`src/rtl/instruction_fetch_if.sv`:
```
`default_nettype none
// ============================================================================
// Module   : instruction_fetch_if
// Brief    : Fetch-unit bus bundle: instruction memory port, redirect port
//            and the fetch-to-decode valid/ready handshake.
// Revision : 1.0 - initial release
// ============================================================================
interface instruction_fetch_if #(
    parameter int IMW = 4,
    parameter int IW  = 32
);
    logic           fetch_en;
    logic [IMW-1:0] im_addr;
    logic           im_cs;
    logic [IW-1:0]  im_data;
    logic           redirect_valid;
    logic [IMW-1:0] redirect_pc;
    logic           if_valid;
    logic           if_ready;
    logic [IW-1:0]  if_instr;
    logic [IMW-1:0] if_pc;

    modport master (
        input  fetch_en,
        output im_addr,
        output im_cs,
        input  im_data,
        input  redirect_valid,
        input  redirect_pc,
        output if_valid,
        input  if_ready,
        output if_instr,
        output if_pc
    );

    modport slave (
        output fetch_en,
        input  im_addr,
        input  im_cs,
        output im_data,
        output redirect_valid,
        output redirect_pc,
        input  if_valid,
        output if_ready,
        input  if_instr,
        input  if_pc
    );
endinterface
`default_nettype wire

```
`src/rtl/instruction_fetch.sv`:
```
`default_nettype none
// ============================================================================
// Module   : instruction_fetch
// Brief    : PC owner and fetch initiator; captures {pc, instruction} into a
//            2-entry in-order buffer drained by decode, with redirect flush.
// Revision : 1.0 - initial release
// ============================================================================
module instruction_fetch #(
    parameter int             IMW      = 4,
    parameter int             IW       = 32,
    parameter logic [IMW-1:0] RESET_PC = '0
) (
    input  wire logic              clk,
    input  wire logic              rst_n,
    instruction_fetch_if.master    bus
);

    localparam logic [1:0] c_full = 2'd2;

    logic [IMW-1:0] r_pc;
    logic [1:0]     r_count;
    logic [IW-1:0]  r_instr [2];
    logic [IMW-1:0] r_ipc   [2];

    logic           w_push;
    logic           w_pop;
    logic           w_slot1;
    logic [1:0]     w_count_nxt;

    // Select never looks at if_ready: a full buffer stalls for one cycle
    // rather than creating a ready-to-select combinational path.
    assign w_push  = bus.fetch_en & ~bus.redirect_valid & (r_count != c_full);
    assign w_pop   = bus.if_valid & bus.if_ready;
    assign w_slot1 = (r_count == 2'd1) & ~w_pop;

    assign bus.im_addr  = r_pc;
    assign bus.im_cs    = w_push;
    assign bus.if_valid = (r_count != 2'd0) & ~bus.redirect_valid;
    assign bus.if_instr = (r_count != 2'd0) ? r_instr[0] : '0;
    assign bus.if_pc    = (r_count != 2'd0) ? r_ipc[0]   : '0;

    always_comb begin
        w_count_nxt = r_count;
        case ({w_push, w_pop})
            2'b10:   w_count_nxt = r_count + 2'd1;
            2'b01:   w_count_nxt = r_count - 2'd1;
            default: w_count_nxt = r_count;
        endcase
    end

    always_ff @(posedge clk or negedge rst_n) begin
        if (!rst_n) begin
            r_pc       <= RESET_PC;
            r_count    <= 2'd0;
            r_instr[0] <= '0;
            r_instr[1] <= '0;
            r_ipc[0]   <= '0;
            r_ipc[1]   <= '0;
        end else if (bus.redirect_valid) begin
            r_pc    <= bus.redirect_pc;
            r_count <= 2'd0;
        end else begin
            r_count <= w_count_nxt;
            if (w_push) begin
                r_pc <= r_pc + 1'b1;
            end
            if (w_pop && !w_push) begin
                r_instr[0] <= r_instr[1];
                r_ipc[0]   <= r_ipc[1];
            end
            // New word lands behind the head unless the head leaves this cycle.
            if (w_push) begin
                if (w_slot1) begin
                    r_instr[1] <= bus.im_data;
                    r_ipc[1]   <= r_pc;
                end else begin
                    r_instr[0] <= bus.im_data;
                    r_ipc[0]   <= r_pc;
                end
            end
        end
    end

endmodule
`default_nettype wire

```
`src/flat_wrapper.sv`:
```
// flat-port wrapper written by rule: the top's interface ports become plain ports
module instruction_fetch_flat 
#(
    parameter int             IMW      = 4,
    parameter int             IW       = 32,
    parameter logic [IMW-1:0] RESET_PC = '0
)
  (clk, rst_n, bus_fetch_en, bus_im_addr, bus_im_cs, bus_im_data, bus_redirect_valid, bus_redirect_pc, bus_if_valid, bus_if_ready, bus_if_instr, bus_if_pc);
  instruction_fetch_if #(.IMW(IMW), .IW(IW)) bus_i ();
  input  wire logic clk;
  input  wire logic rst_n;
  input wire logic [$bits(bus_i.fetch_en)-1:0] bus_fetch_en;
  output wire logic [$bits(bus_i.im_addr)-1:0] bus_im_addr;
  output wire logic [$bits(bus_i.im_cs)-1:0] bus_im_cs;
  input wire logic [$bits(bus_i.im_data)-1:0] bus_im_data;
  input wire logic [$bits(bus_i.redirect_valid)-1:0] bus_redirect_valid;
  input wire logic [$bits(bus_i.redirect_pc)-1:0] bus_redirect_pc;
  output wire logic [$bits(bus_i.if_valid)-1:0] bus_if_valid;
  input wire logic [$bits(bus_i.if_ready)-1:0] bus_if_ready;
  output wire logic [$bits(bus_i.if_instr)-1:0] bus_if_instr;
  output wire logic [$bits(bus_i.if_pc)-1:0] bus_if_pc;
  assign bus_i.fetch_en = bus_fetch_en;
  assign bus_im_addr = bus_i.im_addr;
  assign bus_im_cs = bus_i.im_cs;
  assign bus_i.im_data = bus_im_data;
  assign bus_i.redirect_valid = bus_redirect_valid;
  assign bus_i.redirect_pc = bus_redirect_pc;
  assign bus_if_valid = bus_i.if_valid;
  assign bus_i.if_ready = bus_if_ready;
  assign bus_if_instr = bus_i.if_instr;
  assign bus_if_pc = bus_i.if_pc;
  instruction_fetch #(.IMW(IMW), .IW(IW), .RESET_PC(RESET_PC)) u_core (.clk(clk), .rst_n(rst_n), .bus(bus_i));
endmodule
```
`config.mk`:
```
export PLATFORM = sky130hd
export DESIGN_NAME = instruction_fetch_flat
export DESIGN_NICKNAME = d
export VERILOG_FILES = /design/src/rtl/instruction_fetch_if.sv /design/src/rtl/instruction_fetch.sv /design/src/flat_wrapper.sv
export SDC_FILE = /design/constraint.sdc
export NUM_CORES = 1
export LEC_CHECK = 0
export ABC_CLOCK_PERIOD_IN_PS = 2440
export CORE_ASPECT_RATIO = 0.7
export CORE_MARGIN = 5
export CORE_UTILIZATION = 50
export DETAILED_ROUTE_END_ITERATION = 7
export PLACE_DENSITY = 0.78
export SLEW_MARGIN = 30
export SYNTH_ARGS = -nofsm -noshare
export SYNTH_HDL_FRONTEND = slang
export SYNTH_SLANG_ARGS = --single-unit
```
`constraint.sdc`:
```
create_clock -name clk -period 2.44 [get_ports clk]
set_input_delay 0.244 -clock clk [delete_from_list [all_inputs] [get_ports clk]]
set_output_delay 0.244 -clock clk [all_outputs]
set_load 0.005 [all_outputs]
```
# --- Yosys cells after proc, flatten, opt, wreduce, memory -nomap -nowiden ---
# Index checks and enable logic that the tools add are counted.
word_totals:
  ff_bits: 78
  in_bits: 41
  wordCells: 40
classes:
  n_addsub: 3
  eq_ne: 4
  n_mux: 14
  bitwise: 7
  reduce_logical: 6
ops:
  columns: ["operator", "n"]
  rows:
  - ["32-bit two-way mux", 4]
  - ["64-bit two-way mux", 1]
  - ["4-bit two-way mux", 6]
  - ["8-bit two-way mux", 1]
  - ["1-bit AND", 5]
  - ["4-bit by 1-bit adder with 4-bit output (second input constant)", 1]
  - ["2-bit by 1-bit == test with 1-bit output (second input constant)", 2]
  - ["2-bit one-hot mux with 2 select lines", 1]
  - ["2-bit nonzero test", 2]
  - ["3-bit AND reduction", 1]
  - ["3-bit nonzero test", 1]
  - ["2-bit by 1-bit adder with 2-bit output (second input constant)", 1]
  - ["2-bit == test (second input constant)", 1]
  - ["2-bit two-way mux", 1]
  - ["2-bit != test (second input constant)", 1]
  - ["1-bit NOT", 2]
  - ["2-bit by 1-bit subtractor with 2-bit output (second input constant)", 1]
  - ["1-bit logical AND", 1]
  - ["1-bit logical NOT", 1]

# --- Logic depth before layout (Yosys ltp) ---
# Gate-level depths: netlist (run 1).
logic_depth:
  word_depth: 8
  mapped_depth: 8
  depth_no_buf: 5

# --- Worst setup path before layout (run 1) ---
# No wires, ideal clock.
synth_path:
  kind: "reg2reg"
  from: "register u_core.r_count[0]"
  to: "register u_core.r_instr[61] in the netlist's numbering"
  setup_ns: 0.123
  t_arrival_ns: 1.627
  required_time_ns: 2.317
  path_slack_ns: 0.691
  path_stages_with_launch: 7
  path_buffers: 1
  synth_period_minus_slack_ns: 1.749
  cell_sequence: "dfrtp_1 inv_1 ha_1 or3b_1 clkbuf_1 or3_1 o221a_2"
synth_via:
  elab_chain_len: 7
  word_cells_on_any_way: 13
synth_lines:
  columns: ["element", "line_no", "source"]
  rows:
  - ["start, declared", "instruction_fetch.sv:21", "logic [1:0] r_count;"]
  - ["start signal, assigned", "instruction_fetch.sv:63", "r_count <= w_count_nxt;"]
  - ["2-bit nonzero test or 2-bit != test (tied branches)", "instruction_fetch.sv:38, instruction_fetch.sv:32", null]
  - ["1-bit AND, on equally long branches", "instruction_fetch.sv:38, instruction_fetch.sv:32", null]
  - ["1-bit AND or 1-bit logical NOT (tied branches)", "instruction_fetch.sv:33, instruction_fetch.sv:67", null]
  - ["1-bit logical AND or 1-bit NOT (tied branches)", "instruction_fetch.sv:67, instruction_fetch.sv:34", null]
  - ["32-bit two-way mux or 1-bit AND (tied branches)", "instruction_fetch.sv:67, instruction_fetch.sv:34", null]
  - ["32-bit two-way mux", "instruction_fetch.sv:73", "if (w_slot1) begin"]
  - ["64-bit two-way mux *", "instruction_fetch.sv:72", "if (w_push) begin"]
  - ["end, declared", "instruction_fetch.sv:22", "logic [IW-1:0] r_instr [2];"]
# Mark *: on every way between the ends. The rest lies on a longest branch, timed or not.
# A chain may end at the register's enable or synchronous reset.

# --- Worst setup path in the final report (run 1) ---
layout_path:
  from: "register u_core.r_count[0]"
  to: "output port bus_if_pc[2]"
layout_via:
  elab_chain_len: 2
layout_lines:
  columns: ["element", "line_no", "source"]
  rows:
  - ["2-bit nonzero test", "instruction_fetch.sv:40", "assign bus.if_pc = (r_count != 2'd0) ? r_ipc[0] : '0;"]
  - ["4-bit two-way mux", "instruction_fetch.sv:40", null]
  - ["end, declared", "flat_wrapper.sv:21", "output wire logic [$bits(bus_i.if_pc)-1:0] bus_if_pc;"]
# No other way between the ends.

==> results.toml, run 1 <==
[outcome]
outcome = "finished, final reports clean"

[timing]
hold_viol_final = 0
worst_slack_ns = 0.136
finalClockSkew_ns = 0.00546
relSlewSlack_pct = 42.1
fmax_mhz = 434
slew_violations = 0
setup_viol = 0
tns_ns = 0
post-route-min-period_ns = 2.30
rsz0062_at_grt = "false"
worst_pin_slew_ns = 0.869
fin_crit_sh_pct = 94.4

[worst_setup_path]
rr_worst_depth = 5
critPathRequiredTime_ns = 2.20
startpoint_type = "flop"
critical_path_class = "flop to output pin"
cp.arrival_ns = 2.06
crit_fanout = 22
cp-end-kind = "output pin"
r2r_end = "u_core.r_instr[54]"
r2r_setup_slack_ns = 0.33
rr_startpoint = "u_core.r_count[0]"

[clock_tree]
clk_latency_ns = 0.35
cts_tree = "done"
root_buffer = "clkbuf_8"
clock_sinks = 78
post_cts_buffers = 0
clk_pin_slew_ns = 0.08
htreeDepth = 3
cts_buffers = 9
clock_path_buffers = 2

[synthesis]
synth_warnings = 0
synth_compound_area_share_pct = 12.2
ys_seq_area_share_pct = 51.9
synth_area_mm2 = 0.00376
ys.flop_type = "dfrtp_1"
netlist_instances = 289
synth_top_cells_by_area = "dfrtp_1, mux2_4, nor2b_1, o221a_2, a221o_1"
async_flop_share_pct = 100
syn-num-nets = 334
synth_xor_area_share_pct = 0.698
yosysMostFrequentCell = "dfrtp_1"
synth_mux_area_share_pct = 14.3
yosysTopAreaCell = "dfrtp_1"
yosys-top-cells-count = "dfrtp_1, nor2b_1, mux2_4"
synthSimpleGateAreaFrac_pct = 15.9
synth_seq_cells = 78
synth_top_family_by_area = "simple AND/OR/NAND/NOR gates"
synthAdderAreaFrac_pct = 1.33
synth_edf_count = 0
synth_cell_types = 35
netlist.area_leader.share_pct = 51.9
synth_area_per_cell_um2 = 13.0

[cells_and_area]
instances_no_fill = 473
drive_above_1_share_pct = 23.2
final_nets = 415
final_cell_area_mm2 = 0.00488
area.growth.synth_to_final_pct = 29.8
antenna_cells = 0

[floorplan]
die_y_um = 82.6
ioPinCount = 83
start_util_pct = 51.4
die_area_mm2 = 0.00939
die_x_um = 114
rows = 26
core-area_mm2 = 0.00732

[grt]
grt.overflow.total = 0
grt_pass1_wl_um = 14000
grt_pass1_vias = 2763
grt_usage_pct = 19.2
grt_max_degree = 79
grt_antenna_before_repair = 0

[min_path]
hp-start = "bus_redirect_pc[2]"
min_path_type = "input pin to flop"
hold_path_end = "u_core.bus.im_addr[2]"
hold_depth = 3

[route]
vias = 2615
drt_iter0_drc = 81
wl_per_cell_um = 17.9
antenna_left = 0
dr.pass1.iters = 5
drc_errors = 0
vias_per_cell = 5.53
routed_wl_um = 8480

[flow_run]
drv_cap = 0

[power]
ir_worst_vdd_v = 0.000504
power_mw = 5.87
powerDensity_mw_per_mm2 = 1200
p_leak_nw = 2.15

[placed_design]
gp_congestion = 0.830
dp_hpwl_um = 5660
io_buffers = 82
placedCellCount = 456
placed_area_mm2 = 0.00465
dp_slack_ns = 0.139
[state kept, by name, indices dropped and copies added (netlist names)]
name and count:
u_core.bus.im_addr 4, u_core.r_count 2, u_core.r_instr 64, u_core.r_ipc 8
[routing by layer]
metal	track usage [%]	wire length (um)	vias up
met3	6.48	501	6
met5	0	0	-
met1	26.0	4050	1303
met4	3.96	71	0
met2	30.5	3860	78
li1	-	-	1228
[timing repair]
item / in CTS / in global routing
hold buffers: 0 / 1
hold endpoints to repair: 0 / 78
setup endpoints to repair: 0 / 22
resized for setup: 0 / 1
[cells in the final DEF, fill, tap and decap left out, types with 4 or more instances in the layout]
master	n
nor2_1	6
dfrtp_1	78
buf_4	7
and3_1	17
clkbuf_8	9
o221a_2	18
a221o_1	17
nor2b_1	36
inv_1	6
or3_1	20
mux2_2	7
o21ai_0	4
clkdlybuf4s50_1	81
mux2_4	30
[where the power goes]
part           switching, mW  internal (mW)  total, mW
Combinational          0.994           1.62       2.62
Clock                  0.473          0.575       1.05
Sequential             0.307           1.90       2.21
Total                   1.77           4.10       5.87
[kinds of logic (layout without fill, tap and decap cells)]
kind of cell,count (synthesis),after routing
DFF,78,78
buffers and inverters,27,113
adders and majority gates,4,4
AOI/OAI and AO/OA,46,46
and+or+nand+nor,93,93
muxes,38,38
xor gates and xnor gates,3,3
[final cells by class]
class                      instances  area [um^2]
tap                               98          123
multi-input combinational        184         1680
inverter                           6         22.5
clock buffer                      10          128
timing repair buffer              91          896
fill                             580         2430
sequential                        78         1950
clock inverter                     6         86.3
[how the worst max path moves through the flow]
stage          slack (ns)                 end          startpoint  cells past startpoint
5_1_grt              0.03        bus_if_pc[2]   u_core.r_count[0]                      5
3_3_place_gp         0.18     u_core.r_ipc[7]  bus_redirect_valid                      5
2_1_floorplan        0.69  u_core.r_instr[61]   u_core.r_count[0]                      6
6_report             0.14        bus_if_pc[2]   u_core.r_count[0]                      5
4_1_cts              0.03        bus_if_pc[2]   u_core.r_count[0]                      5
3_5_place_dp         0.14     u_core.r_ipc[7]  bus_redirect_valid                      5
[per-stage QoR]
stage	hold slack, ns	util (%)
finish	0.484	66.7
floorplan	-0.0516	-
global placement	0.449	63.6
detailed placement	0.457	63.6
global route	0.503	66.7
CTS	0.0703	66.5
[critical path: stages (launching register included)]
cell and delay (ns):
dfrtp_1 0.40, inv_1 0.12, ha_2 0.37, buf_6 0.26
nor2b_1 0.10, clkdlybuf4s50_1 0.45
No activity file was read; power rests on OpenSTA's default activity.
==> run 2: changes to the inputs <==
- RECOVER_POWER: unset -> 25
==> results.toml, run 2 (same netlist as run 1, synthesis figures left out) <==
[outcome]
outcome = "complete, but fails checks"
violations = "capacitance limit, slew limit"

[cells_and_area]
final_cell_area_mm2 = 0.00488
layout_common_cells = "clkdlybuf4s50_1, dfrtp_1, nor2b_1"
final_nets = 415
regMostFlops = "u_core.r_instr"
antenna_cells = 0
largest_reg_flops = 64
instances_no_fill = 473
layout_commonest_cell = "clkdlybuf4s50_1"
postLayoutCoreUtil_pct = 66.6
drive_above_1_share_pct = 23.2
area.growth.synth_to_final_pct = 29.7
n_fill_cell = 582

[timing]
worst_pin_slew_ns = 1.67
tns_ns = 0
whs_ns = 0.484
worst_slack_ns = 0.136
hold_viol_final = 0
relSlewSlack_pct = -11.6
finalClockSkew_ns = 0.00546
rsz0062_at_grt = "false"
post-route-min-period_ns = 2.30
setup_viol = 0
fmax_mhz = 434
fin_crit_sh_pct = 94.4
slew_violations = 79

[route]
routed_wl_um = 8490
drt_iter0_drc = 79
vias_per_cell = 5.53
vias = 2615
antenna_left = 0
dr.pass1.iters = 5
drc_errors = 0
wl_per_cell_um = 17.9

[worst_setup_path]
crit_path_max_incr_delay_ns = 0.45
cp.arrival_ns = 2.06
crit_fanout = 22
path_cells = "inv_1 > ha_2 > buf_6 > nor2b_1 > clkdlybuf4s50_1"
crit_path_top_delay_cell = "clkdlybuf4s50_1"
startpoint_type = "flop"
critPathBufInv = 3
cp-end-kind = "output pin"
critPathRequiredTime_ns = 2.20
critical_path_class = "flop to output pin"
crit_family = "buffers and inverters"
critical_path_depth = 5
rr_worst_depth = 5

[placed_design]
placedCellCount = 456
io_buffers = 82
gp_congestion = 0.830
dp_hpwl_um = 5660
dp_slack_ns = 0.139
placed_area_mm2 = 0.00465

[power]
powerDensity_mw_per_mm2 = 1200
ir_worst_vdd_v = 0.000504
power_mw = 5.87
p_leak_nw = 2.15

[min_path]
min_path_type = "input pin to flop"
hold_depth = 3

[clock_tree]
clock_path_buffers = 2
cts_buffers = 9
cts_tree = "done"
htreeDepth = 3
clk_pin_slew_ns = 0.08
clk_latency_ns = 0.35
clock_sinks = 78
root_buffer = "clkbuf_8"

[grt]
grt.overflow.total = 0
grt_max_degree = 79
grt_antenna_before_repair = 0
grt_pass1_vias = 2763
grt_usage_pct = 19.2
grt_pass1_wl_um = 14000

[floorplan]
die_y_um = 82.6
rows = 26
ioPinCount = 83
die_area_mm2 = 0.00939
start_util_pct = 51.4
core-area_mm2 = 0.00732
die_x_um = 114

[flow_run]
drv_cap = 1
[run 2: cell counts in the layout (fill, tap and decap cells not counted)]
No cell type changed its count.
[run 2: layout make-up]
type	count	area [um^2]	area share (%)
timing repair buffer	91	890	18.2
clock buffer	10	128	2.62
clock inverter	6	86.3	1.77
multi-input combinational	184	1680	34.4
inverter	6	22.5	0.462
tap	98	123	2.51
sequential	78	1950	40.0
[run 2: per-layer routing]
| layer | GRT usage [%] | part of all wire (%) | routed length (um) | up-vias |
|---|---|---|---|---|
| met2 | 30.5 | 46 | 3860 | 78 |
| li1 | - | - | - | 1228 |
| met5 | 0 | 0 | 0 | - |
| met1 | 26.0 | 48 | 4050 | 1303 |
| met3 | 6.48 | 5.9 | 501 | 6 |
| met4 | 3.96 | 0.84 | 71 | 0 |
[run 2: worst register-to-register path: cells and delay by family, from the launching register on]
family / cells / cell delay, ns
and+or+nand+nor: 1 / 0.43
DFF: 1 / 0.38
AOI/OAI and AO/OA: 2 / 0.88
adders and majority gates: 1 / 0.29
buffers and inverters: 1 / 0.09
[run 2: worst paths after layout]
check | from | end | slack, ns
min reg2reg | u_core.r_instr[12] | u_core.r_instr[12] | 0.50
max in group asynchronous | rst_n | u_core.r_instr[2] | 0.55
max reg2reg | u_core.r_count[0] | u_core.r_instr[54] | 0.32
max | u_core.r_count[0] | bus_if_pc[2] | 0.14
min | bus_redirect_pc[2] | u_core.bus.im_addr[2] | 0.48
min in group asynchronous | rst_n | u_core.r_instr[59] | 0.90
[run 2: power by group]
group          total (mW)  internal [mW]  switching [mW]
Combinational        2.62           1.62           0.994
Clock                1.05          0.575           0.473
Sequential           2.21           1.90           0.307
[run 2: repair_timing]
item / 4_1_cts / 5_1_grt
buffers inserted: 0 / 0
hold buffers: 0 / 1
resized for setup: 0 / 1
endpoints found under the hold margin: 0 / 78
setup endpoints to repair: 0 / 22
==> run 3: changes to the inputs <==
- ABC_AREA: unset -> 1
- PLACE_DENSITY: 0.78 -> 0.77
==> results.toml, run 3 <==
[route]
drt_iter0_drc = 267
drc_errors = 0
vias_per_cell = 5.08
antenna_left = 0
wl_per_cell_um = 13.6
vias = 3649
dr.pass1.iters = 5
routed_wl_um = 9800

[worst_setup_path]
r2r_setup_slack_ns = 0.25
crit_family = "buffers and inverters"
crit_path_top_delay_cell = "ha_2"
crit_path_max_incr_delay_ns = 0.47
cp-end-kind = "output pin"
path_cells = "inv_1 > ha_2 > buf_12 > nor2_1 > clkdlybuf4s50_1"
cp.arrival_ns = 2.07
critPathBufInv = 3
crit_fanout = 22
critical_path_class = "flop to output pin"
startpoint_type = "flop"
critPathRequiredTime_ns = 2.20

[timing]
finalClockSkew_ns = 0.00675
tns_ns = 0
slew_violations = 79
whs_ns = 0.473
worst_slack_ns = 0.129
hold_viol_final = 0
worst_pin_slew_ns = 1.72
rsz0062_at_grt = "false"
post-route-min-period_ns = 2.31
fmax_mhz = 433
fin_crit_sh_pct = 94.7
setup_viol = 0
relSlewSlack_pct = -14.9

[grt]
grt.overflow.total = 0
grt_usage_pct = 20.9
grt_max_degree = 79
grt_pass1_vias = 3818
grt_pass1_wl_um = 17700
grt_antenna_before_repair = 0

[outcome]
violations = "capacitance limit, slew limit"
outcome = "complete, but fails checks"

[cells_and_area]
antenna_cells = 0
drive_above_1_share_pct = 9.89
layout_common_cells = "nand2_1, clkdlybuf4s50_1, dfrtp_1"
regMostFlops = "u_core.r_instr"
final_nets = 657
final_cell_area_mm2 = 0.00527
layout_commonest_cell = "nand2_1"
area.growth.synth_to_final_pct = 27.6
n_fill_cell = 713
largest_reg_flops = 64

[power]
ir_worst_vdd_v = 0.000573
powerDensity_mw_per_mm2 = 1150
p_leak_nw = 2.75

[floorplan]
die_area_mm2 = 0.0102
start_util_pct = 52.0
die_y_um = 86.0
die_x_um = 119
core-area_mm2 = 0.00794
ioPinCount = 83
rows = 27

[clock_tree]
postCtsResizedCells = 0
clk_pin_slew_ns = 0.06
cts_buffers = 9
htreeDepth = 3
clock_sinks = 78
cts_tree = "done"
post_cts_buffers = 0
clock_path_buffers = 2
root_buffer = "clkbuf_16"
clk_latency_ns = 0.33

[synthesis]
yosysMostFrequentCell = "nand2_1"
synth_edf_count = 0
synth_cell_types = 25
netlist.area_leader.share_pct = 47.3
synth_area_per_cell_um2 = 7.70
synth_seq_cells = 78
ys.flop_type = "dfrtp_1"
async_flop_share_pct = 100
synth_top_cells_by_area = "dfrtp_1, nand2_1, nand3_1, nor2_1, inv_1"
syn-num-nets = 581
synth_warnings = 0
yosysTopAreaCell = "dfrtp_1"
ys_seq_area_share_pct = 47.3
yosys-top-cells-count = "nand2_1, dfrtp_1, nor2_1"
netlist_instances = 536
synth_area_mm2 = 0.00413

[placed_design]
placed_area_mm2 = 0.00499
io_buffers = 82
gp_congestion = 0.877
dp_slack_ns = 0.240
dp_hpwl_um = 6680

[min_path]
min_path_type = "flop to flop"

[flow_run]
drv_cap = 1
## run 3: stage by stage
stage                     total power, mW  instances  utilization (%)
final                                6.06        718             66.4
after CTS                            6.12        717             66.3
after detailed placement             4.89        701             62.9
after global placement               4.78        701             62.9
after floorplan                      3.71        536                -
after global routing                 6.59        718             66.4
## run 3: final cells by class
type	count	area [um^2]	share of cell area (%)
sequential	78	1950	37.0
multi-input combinational	350	1690	32.1
timing repair buffer	95	941	17.9
inverter	78	294	5.58
clock buffer	10	229	4.34
tap	101	126	2.40
clock inverter	6	38.8	0.736
## run 3: tightest hold or removal path, cell delays in order, from the launching register on
cell     delay (ns)
dfrtp_1        0.33
nand2_1        0.06
o21ai_2        0.05
## run 3: final timing paths
check                           depth (start not counted)          startpoint                 end
worst max register to register                         10   u_core.r_count[0]   u_core.r_count[0]
worst min-delay path                                    2  u_core.r_instr[19]  u_core.r_instr[19]
max in group asynchronous                               2               rst_n  u_core.r_instr[59]
min in group asynchronous                               2               rst_n  u_core.r_instr[51]
worst max-delay path                                    5   u_core.r_count[0]    bus_if_instr[18]
worst min register to register                          2  u_core.r_instr[19]  u_core.r_instr[19]
## run 3: per-layer routing
metal  vias to the layer above  wire length [um]  GRT usage, %
met2                       140              4270          33.0
met3                        16               813          7.38
met4                         0               118          4.63
li1                       1790                 -             -
met5                         -                 0             0
met1                      1703              4600          28.0
## run 3: repair_timing
item,CTS,global route
setup endpoints to repair,0,0
endpoints found under the hold margin,0,2
hold buffers,0,1
## run 3: where the power goes
group / internal [mW] / switching [mW]
registers: 1.90 / 0.332
clock network: 0.684 / 0.505
logic: 1.34 / 1.30
## run 3: cells by family after synthesis
group	Yosys count	synth area share (%)
buf+inv	108	11.9
flops	78	47.3
xor+xnor	2	0.424
compound gates	25	5.12
simple gates	319	34.1
fa+ha+maj	4	1.21
